==> src/rtl/flopr_pipe.sv <==
// -----------------------------------------------------------------------------
// flopr_pipe
// Elastic pipeline register: STAGES cascaded WIDTH-bit stages, each carrying a
// valid bit, with valid/ready handshakes on both ends.
//   COLLAPSE = 1 : per-stage advance, so bubbles are squeezed out under stall.
//   COLLAPSE = 0 : one global enable, so the whole pipe freezes under stall.
//
// Ports
//   clk        in   rising-edge clock
//   reset      in   asynchronous, active-low reset
//   flush      in   synchronous clear of every stage valid bit
//   in_valid   in   upstream beat present
//   in_ready   out  block accepts a beat this cycle
//   in_data    in   upstream payload [WIDTH-1:0]
//   out_valid  out  downstream beat present
//   out_ready  in   downstream accepts the beat
//   out_data   out  downstream payload [WIDTH-1:0]
//   occupancy  out  number of valid stages [$clog2(STAGES+1)-1:0]
// -----------------------------------------------------------------------------
module flopr_pipe #(
    parameter int               WIDTH     = 32'sd8,
    parameter int               STAGES    = 32'sd2,
    parameter logic [WIDTH-1:0] RESET_VAL = {WIDTH{1'b0}},
    parameter bit               COLLAPSE  = 1'b1
) (
    input  logic                         clk,
    input  logic                         reset,
    input  logic                         flush,
    input  logic                         in_valid,
    output logic                         in_ready,
    input  logic [WIDTH-1:0]             in_data,
    output logic                         out_valid,
    input  logic                         out_ready,
    output logic [WIDTH-1:0]             out_data,
    output logic [$clog2(STAGES+1)-1:0]  occupancy
);

    localparam int OCC_W = $clog2(STAGES + 1);

    // Number of set bits in a stage-valid vector.
    function automatic logic [OCC_W-1:0] popcount(input logic [STAGES-1:0] vec);
        logic [OCC_W-1:0] cnt;
        cnt = {OCC_W{1'b0}};
        for (int i = 0; i < STAGES; i++) begin
            cnt = cnt + OCC_W'(vec[i]);
        end
        return cnt;
    endfunction

    logic [STAGES-1:0] v_r;                  // stage valid bits, 0 = input side
    logic [WIDTH-1:0]  d_r     [STAGES];     // stage payload registers
    logic [STAGES-1:0] load_s;               // stage i takes its upstream neighbour this edge
    logic [STAGES-1:0] src_v_s;              // valid bit offered to stage i
    logic [WIDTH-1:0]  src_d_s [STAGES];     // payload offered to stage i
    logic              in_ready_s;

    generate
        if (COLLAPSE) begin : g_collapse
            logic [STAGES:0] adv_s;

            // Advance ripple: a stage may load when it is empty or its successor moves on.
            always_comb begin
                adv_s         = {(STAGES+1){1'b0}};
                adv_s[STAGES] = out_ready & ~flush;
                for (int i = STAGES - 1; i >= 0; i--) begin
                    adv_s[i] = ~v_r[i] | adv_s[i+1];
                end
                load_s     = adv_s[STAGES-1:0];
                // Held low while reset is asserted even though the empty pipe could advance.
                in_ready_s = adv_s[0] & ~flush & reset;
            end
        end else begin : g_global
            logic en_s;

            // Global enable: everything shifts unless the output beat is blocked.
            always_comb begin
                en_s       = ~(v_r[STAGES-1] & ~out_ready) & ~flush;
                load_s     = {STAGES{en_s}};
                in_ready_s = en_s & reset;
            end
        end
    endgenerate

    // Source selection: stage 0 is fed from the input port, stage i from stage i-1.
    always_comb begin
        src_v_s    = {STAGES{1'b0}};
        src_v_s[0] = in_valid & in_ready_s;
        src_d_s[0] = in_data;
        for (int i = 1; i < STAGES; i++) begin
            src_v_s[i] = v_r[i-1];
            src_d_s[i] = d_r[i-1];
        end
    end

    // Valid-bit pipeline; flush empties every stage and overrides any movement.
    always_ff @(posedge clk or negedge reset) begin
        if (!reset) begin
            v_r <= {STAGES{1'b0}};
        end else if (flush) begin
            v_r <= {STAGES{1'b0}};
        end else begin
            for (int i = 0; i < STAGES; i++) begin
                if (load_s[i]) begin
                    v_r[i] <= src_v_s[i];
                end
            end
        end
    end

    // Payload pipeline; a register only loads when a valid beat moves into it.
    always_ff @(posedge clk or negedge reset) begin
        if (!reset) begin
            for (int i = 0; i < STAGES; i++) begin
                d_r[i] <= RESET_VAL;
            end
        end else if (!flush) begin
            for (int i = 0; i < STAGES; i++) begin
                if (load_s[i] && src_v_s[i]) begin
                    d_r[i] <= src_d_s[i];
                end
            end
        end
    end

    assign in_ready  = in_ready_s;
    assign out_valid = v_r[STAGES-1] & ~flush;
    assign out_data  = d_r[STAGES-1];
    assign occupancy = popcount(v_r);

endmodule

==> config.mk <==
export PLATFORM = sky130hd
export DESIGN_NAME = flopr_pipe
export DESIGN_NICKNAME = d
export VERILOG_FILES = /design/src/rtl/flopr_pipe.sv
export SDC_FILE = /design/constraint.sdc
export NUM_CORES = 1
export LEC_CHECK = 0
export BUFFER_PORTS_ARGS = -buffer_cell sky130_fd_sc_hd__buf_2
export CAP_MARGIN = 20
export CORE_MARGIN = 4
export CORE_UTILIZATION = 30
export CTS_BUF_LIST = sky130_fd_sc_hd__clkbuf_4
export DETAILED_ROUTE_END_ITERATION = 10
export PLACE_DENSITY = 0.49
export SLEW_MARGIN = 20
export SYNTH_ARGS = -nofsm -noshare
export SYNTH_HDL_FRONTEND = slang
export SYNTH_SLANG_ARGS = --single-unit
==> constraint.sdc <==
create_clock -name clk -period 1.4 [get_ports clk]
set_input_delay 0.07 -clock clk [delete_from_list [all_inputs] [get_ports clk]]
set_output_delay 0.07 -clock clk [all_outputs]
set_load 0.005 [all_outputs]
; After elaboration in Yosys (flattened, before gate mapping)
; Index checks and enable logic that the tools add are counted.
[classes]
addsub = 1
mul = 0
div_mod_pow = 0
order_cmp = 0
eq_ne = 0
shifts = 0
n_mux = 3
bitwise = 10
reduce_logical = 6
[ops]
columns = operator, count
row1 = AND 1 bit, 5
row2 = AND reduction 2 bit, 2
row3 = nonzero test 2 bit, 2
row4 = inverter 1 bit, 3
row5 = adder 1 x 1 -> 2 bit, 1
row6 = logical AND 1 bit, 2
row7 = 2-to-1 mux 1 bit, 2
row8 = 2-to-1 mux 2 bit, 1
row9 = OR 1 bit, 2
[word_totals]
ff_bits = 18
latch_bits = 0
ram_bits = 0
romBits = 0
input_bits = 13
output_inout_bits = 12
elab_cells = 24
memories = 0

; Depth between registers and ports, before layout
; Gate-level depths: netlist of run 1.
[depth]
word_depth = 9
mapped_depth = 4
ltp_nobuf = 3

; Worst setup path before layout of run 1
; Ideal clock, no wire load.
[synth_timing]
path_type = reg-to-reg
startpoint = register v_r[1]
endpoint = register d_r, in the netlist out_data[0]
setup_ns = 0.125
arrival_ns = 1.239
t_required_ns = 1.275
slack_ns = 0.036
stages_incl_launch_ff = 4
n_path_buf = 0
period_less_slack_ns = 1.364
path_cell_list = dfrtp_1 > nor2b_4 > nor3b_4 > mux2_2
[synth_via]
elab_chain_len = 4
[synth_lines]
columns = element, line
row1 = start: declaration, 50  ; logic [STAGES-1:0] v_r;
row2 = start signal: assignment, 98  ; v_r <= {STAGES{1'b0}};
row3 = start signal: assignment, 100  ; v_r <= {STAGES{1'b0}};
row4 = start signal: indexed assignment, 104  ; v_r[i] <= src_v_s[i];
row5 = inverter 1 bit, 66  ; adv_s[i] = ~v_r[i] | adv_s[i+1];
row6 = OR 1 bit, 66
row7 = logical AND 1 bit, 118  ; if (load_s[i] && src_v_s[i]) begin
row8 = AND reduction 2 bit (no line), -
row9 = end signal: indexed assignment, 119  ; d_r[i] <= src_d_s[i];
row10 = end: declaration, 51  ; logic [WIDTH-1:0] d_r [STAGES];
; No other way between the ends.
; A chain may end at the register's enable or synchronous reset.

; Final worst setup path of run 1
[layout_timing]
startpoint = register v_r[1]
endpoint = register d_r, in the netlist out_data[1]
; The elaborated chain is that of the path after synthesis.

==> impl_summary.log, run 1 <==
[metrics] slew at the pin closest to its max-slew limit: approximately 170 ps
[metrics] busiest metal layer after global routing: met2
[metrics] mean cell area of the mapped netlist: between 15 and 20 um2
[metrics] ratio of total power to cell area: around 1200 mW/mm2
[metrics] synthesized cell area: around 840 um2
[metrics] clock latency reported for the late side of the worst-skew pair: between 200 and 300 ps
[metrics] Setup Total Neg Slack: 0 ps
[metrics] footprint of the flip-flops and latches: around 450 um2
[metrics] register bit count reported by yosys: 18
[metrics] Req. time, crit path: 1580 ps
[metrics] Final Max Tran Viols: 0
[metrics] Setup violations, final: 0
[metrics] max-capacitance violation count: 0
[metrics] capture point of the worst reg-to-reg path: out_data[1]
[metrics] initial antenna violation count: 0
[metrics] net count after synthesis: 67
[metrics] startpoint of the worst register-to-register path: v_r[1]
[metrics] internal power summed over all cells: approximately 0.97 mW
[metrics] global routing usage on met2: 0.1359
[metrics] clock-pin slew on the worst setup and hold paths: approximately 90 ps
[metrics] core area: between 0.002 and 0.003 mm2
[metrics] overall via count from detail_route: between 500 and 600
[metrics] power share of the clock group: 0.198
[metrics] Final HPWL DP: about 1100 um
[metrics] fraction of the cycle the final worst path needs: 0.9799
[metrics] largest net degree at the start of global routing: 20
[metrics] path depth of the worst reg2reg path: 4
[metrics] overall track demand over capacity in global routing: 0.09474
[metrics] RSZ-0062 raised after global routing: true
[metrics] switching component of the power: around 0.32 mW
[metrics] Crit Path Max Fanout: 4
[metrics] worst IR drop on VDD: between 0.0008 and 0.0009 V
[metrics] R2R Setup Slk: between 20 and 30 ps
[metrics] Finished Core Util: 0.4274
[metrics] maximum clock rate: between 0.7 and 0.8 GHz
[metrics] met3 Use GR: 0.03830
[metrics] category of the critical setup timing path: reg2reg
[metrics] commonest cells after routing, fill and taps aside: buf_2, dfrtp_1, dlygate4sd3_1
[metrics] relative slew slack: 0.8836
[metrics] area occupied by multi-input gates: 315.3 um2
[metrics] sequential cell fraction of total power: 0.552
[metrics] kind of capture point of the worst setup path: flop
[metrics] routed len/inst: 12.49 um
[metrics] vias in the first global route: ~530
[metrics] relative contribution of combinational cells to total power: 0.249
[metrics] wirelength, routed: roughly 1500 um
[metrics] placer's final routability congestion estimate: roughly 0.63
[metrics] number of buffers added on ports: 24
[metrics] data arrival time of the critical path: 1550 ps
[metrics] most common library cell in the layout ignoring fill and taps: buf_2
[metrics] final antenna-violating net count: 0
[metrics] # nets final: 102
[metrics] Hold Crit Class: in2reg
[metrics] Syn. warnings: 0
[metrics] number of clock buffers inserted by TritonCTS: 3
[metrics] Max Buffers Root-to-Sink: 2
[metrics] Antenna Cells: 0
[metrics] total global routing overflow: 0
[metrics] Pwr Total: between 1 and 1.5 mW
[metrics] Vert. Die Dim: around 61 um
[metrics] static leakage: between 0.5 and 0.6 nW
[metrics] first-pass GRT wire length: about 2500 um
[metrics] final hold violations: 0
[metrics] met1 Resource Use GR: 0.1312
[metrics] Chip Width: 60.82 um
[metrics] worst slack on hold paths: around 31 ps
[metrics] cell at the root of the clock tree: clkbuf_4
[metrics] DRC errors left: 0
[metrics] status: finished, final reports clean
[metrics] area added between synthesis and finish: 31.09%
[metrics] number of standard cells after synthesis: 53
[metrics] first-pass iteration count of the detailed router: 3
[metrics] clock tree from TritonCTS: yes
[metrics] Starting Density: 0.3260
[metrics] Synth cell types: 14
[metrics] Die Footprint: around 0.0037 mm2
[metrics] register area share after synthesis: 0.5381
[metrics] number of core rows: 18
[metrics] share of cells above drive strength 1: 0.6092
[metrics] clock sink count: 18
[metrics] io pins: 25
[metrics] total of fill cells in the finished design: roughly 260
[metrics] H-Tree Depth: 1
[metrics] Avg Vias per Cell: between 4 and 5
[metrics] nature of the critical path startpoint: flop
[metrics] capture point of the critical path: out_data[1]
[metrics] start point of the critical path: v_r[1]
[metrics] switching share of total power: 0.2484
[metrics] initial drt markers: 22
[metrics] Setup Skew: about 7.4 ps
[metrics] min Tclk post-route: between 1000 and 1500 ps
## flip-flops by register name, indices dropped and copies added, names as in the netlist
name and flops:
d_r 8, out_data 8, v_r 2
## power by group through the flow
| stage | registers [mW] | clock network [mW] | logic (mW) |
|---|---|---|---|
| after floorplan | 0.703 | 0 | 0.283 |
| after global placement | 0.723 | 0 | 0.301 |
| after detailed placement | 0.726 | 0 | 0.306 |
| after CTS | 0.716 | 0.271 | 0.321 |
| after global routing | 0.732 | 0.301 | 0.361 |
| final | 0.712 | 0.256 | 0.321 |
## cell usage after synthesis, drive strengths merged
master  instances  area share
nor2            2      0.0090
mux2           16        0.25
ha              1       0.015
and4b           1       0.012
dfrtp          18        0.54
buf             9       0.085
nor2b           2       0.024
nor3b           1       0.022
and3b           1       0.010
o21bai          1      0.0090
nand3b          1       0.024
## layer usage
metal | vias to the layer above | share of wire
met5 | - | 0
met4 | 0 | 0.0089
met3 | 2 | 0.084
met2 | 18 | 0.43
met1 | 251 | 0.47
li1 | 242 | -
## how the worst min path moves through the flow
| stage | startpoint | end | cells after the start |
|---|---|---|---|
| after floorplan | reset | d_r[10] | 0 |
| after global placement | reset | d_r[15] | 2 |
| after detailed placement | reset | d_r[10] | 2 |
| after global routing | flush | v_r[1] | 2 |
| final | flush | v_r[1] | 2 |
| after CTS | in_data[0] | d_r[8] | 2 |
## area by class of cell
class / instances / area share
Sequential cell: 18 / 0.4116
Multi-Input combinational cell: 26 / 0.2873
Timing Repair Buffer: 39 / 0.2429
Tap cell: 30 / 0.03421
Clock buffer: 3 / 0.02052
Clock inverter: 1 / 0.003421
## logic make-up after synthesis
kind of cell             count (synthesis)  share of synthesized area
AO/OA/AOI/OAI                            1                   0.008972
adder cells (fa/ha/maj)                  1                    0.01495
AND/OR/NAND/NOR                          8                     0.1017
buffers and inverters                    9                    0.08520
flip-flops                              18                     0.5381
multiplexers                            16                     0.2511
## critical path, cell delays in order (launching register included)
cell     delay [ps]
dfrtp_1         440
nor2b_4         160
nor3b_4         190
buf_4           160
mux2_2          320
## stage by stage
stage | cells | area, um2 | setup WS, ps
global route | 117 | 1097 | -27.14
finish | 117 | 1097 | 28.14
CTS | 114 | 1057 | 13.57
detailed placement | 103 | 960.9 | 28.04
floorplan | 53 | 837.1 | 35.81
global placement | 103 | 960.9 | 49.74
## repair_timing
action                     in CTS  in global routing
hold endpoints to repair       24                  2
hold buffers                    7                  2
gates resized for setup         0                  4
buffers inserted                0                  1
setup endpoints to repair       0                 17
No activity file was read; power rests on OpenSTA's default activity.
==> run 2, diff against run 1 <==
--- a/config.mk
+++ b/config.mk
@@ -7,7 +7,7 @@
 export LEC_CHECK = 0
 export BUFFER_PORTS_ARGS = -buffer_cell sky130_fd_sc_hd__buf_2
 export CAP_MARGIN = 20
-export CORE_MARGIN = 4
+export CORE_MARGIN = 2
 export CORE_UTILIZATION = 30
 export CTS_BUF_LIST = sky130_fd_sc_hd__clkbuf_4
 export DETAILED_ROUTE_END_ITERATION = 10
==> run 2 against run 1 <==
Compared with the run above:
- combinational power rose by 11%
- cell area increased by 2.6%
- power up 2.5%
- sequential power is essentially flat
- global-route usage is 0.17 points higher
- routed wire length fell by 2.9%
- non-clock buffer count up 1
- clock power down 2%
- core utilization shrank 1.2 points
- via count rose by 1.4%
- clock-buffer cell count did not move
- first-iteration DRC count shrank 86%
- critical path type unchanged
- critical endpoint is now d_r[8]
- highest routed layer unchanged
==> impl_summary.log, run 2 (synthesized netlist as in run 1, its figures left out) <==
[metrics] Max Buffers Root-to-Sink: 2
[metrics] ratio of total power to cell area: around 1200 mW/mm2
[metrics] status: finished, final reports clean
[metrics] Antenna Cells: 0
[metrics] stage delay of the slowest cell on the critical path: between 400 and 500 ps
[metrics] Crit Path Max Fanout: 4
[metrics] H-Tree Depth: 1
[metrics] clock sink count: 18
[metrics] Die Footprint: around 0.0032 mm2
[metrics] core area: around 0.0027 mm2
[metrics] nature of the critical path startpoint: flop
[metrics] clock tree from TritonCTS: yes
[metrics] non-filler cells in the finished layout: 119
[metrics] Req. time, crit path: 1570 ps
[metrics] share of cells above drive strength 1: 0.6250
[metrics] total global routing overflow: 0
[metrics] Final HPWL DP: 1085 um
[metrics] sequence of cells on the critical path: nand3b_4 > and4b_2 > buf_6 > mux2_4
[metrics] DRC errors left: 0
[metrics] largest net degree at the start of global routing: 20
[metrics] RSZ-0062 raised after global routing: true
[metrics] first-pass iteration count of the detailed router: 2
[metrics] Final Max Tran Viols: 0
[metrics] footprint of the flip-flops and latches: between 400 and 500 um2
[metrics] # nets final: a little over 100
[metrics] Chip Width: 56.82 um
[metrics] Finished Core Util: 0.4155
[metrics] Vert. Die Dim: between 50 and 60 um
[metrics] slew at the pin closest to its max-slew limit: roughly 170 ps
[metrics] wirelength, routed: 1419 um
[metrics] most common library cell in the layout ignoring fill and taps: buf_2
[metrics] number of buffers added on ports: 24
[metrics] Setup Skew: 2.418 ps
[metrics] total of fill cells in the finished design: approximately 270
[metrics] area occupied by multi-input gates: 335.3 um2
[metrics] io pins: 25
[metrics] fin worst setup slack: ~37 ps
[metrics] Starting Density: 0.3089
[metrics] fraction of the cycle the final worst path needs: 0.9736
[metrics] number of core rows: 19
[metrics] relative slew slack: 0.8836
[metrics] Setup violations, final: 0
[metrics] clock-pin slew on the worst setup and hold paths: ~90 ps
[metrics] initial antenna violation count: 0
[metrics] static leakage: 0.5850 nW
[metrics] kind of capture point of the worst setup path: flop
[metrics] commonest cells after routing, fill and taps aside: buf_2, dfrtp_1, mux2_4
[metrics] final antenna-violating net count: 0
[metrics] placed insts: about 110
[metrics] Hold Crit Class: in2reg
[metrics] placer's final routability congestion estimate: about 0.65
[metrics] category of the critical setup timing path: reg2reg
[metrics] min Tclk post-route: roughly 1400 ps
[metrics] Pwr Total: between 1 and 1.5 mW
[metrics] initial drt markers: 3
[metrics] number of clock buffers inserted by TritonCTS: 3
[metrics] area added between synthesis and finish: 34.53%
[metrics] vias in the first global route: between 500 and 600
[metrics] Avg Vias per Cell: between 4 and 5
[metrics] overall track demand over capacity in global routing: 0.09640
[metrics] max-capacitance violation count: 0
[metrics] critical-path cell with the highest stage delay: dfrtp_1
[metrics] Worst Setup Slack post-DPL: 15.39 ps
[metrics] worst IR drop on VDD: approximately 0.00053 V
[metrics] data arrival time of the critical path: around 1500 ps
[metrics] clock latency reported for the late side of the worst-skew pair: between 200 and 300 ps
[metrics] maximum clock rate: 0.7337 GHz
[metrics] routed len/inst: 11.92 um
[metrics] final hold violations: 0
[metrics] first-pass GRT wire length: approximately 2300 um
[metrics] worst slack on hold paths: between 20 and 25 ps
[metrics] overall via count from detail_route: 520
[metrics] cell at the root of the clock tree: clkbuf_4
## run 2: changes by cell type in the layout (fill, tap and decap cells not counted), sizes merged
cell and change:
dlygate4sd3 -1, buf +2
## run 2: layout make-up
type                       instances  area share
clock buffer                       3     0.02000
clock inverter                     1    0.003333
multi-input combinational         26      0.2978
sequential                        18      0.4000
tap                               31     0.03444
timing repair buffer              40      0.2444
## run 2: critical path: cells and delay by family (launching register included)
family,cells,cell delay [ps]
buffers and inverters,1,130
AND/OR/NAND/NOR,2,390
multiplexers,1,300
flip-flops,1,440
## run 2: repair_timing
action	CTS	global route
endpoints found under the hold margin	20	5
setup endpoints to repair	1	14
pin swaps	0	2
hold buffers	3	5
buffers inserted	1	1
gates resized for setup	0	10
## run 2: final timing paths
kind / slack (ps) / start / end / depth (start not counted)
max in group asynchronous: 970 / reset / v_r[0] / 3
min in group asynchronous: 270 / reset / out_data[7] / 3
setup / recovery: 40 / v_r[0] / d_r[8] / 4
setup reg to reg: 40 / v_r[0] / d_r[8] / 4
hold / removal: 20 / in_data[0] / d_r[8] / 2
hold reg to reg: 510 / out_data[3] / out_data[3] / 1
## run 2: per-layer routing
metal | wire length, um | track usage | part of all wire
met2 | 713 | 0.1495 | 0.50
met1 | 624 | 0.1199 | 0.44
met5 | 0 | 0 | 0
met4 | 15 | 0.05980 | 0.011
met3 | 66 | 0.02304 | 0.047
## run 2: power by group
group	switching, mW	internal [mW]
logic	0.106	0.249
registers	0.0688	0.646
clock network	0.148	0.103
## run 2: stage by stage
| stage | area (um2) | setup TNS, ps |
|---|---|---|
| after global routing | 1126 | -22.22 |
| after CTS | 1033 | 0 |
| final | 1126 | 0 |
| after global placement | 969.7 | 0 |
| after detailed placement | 969.7 | 0 |
| after floorplan | 837.1 | 0 |
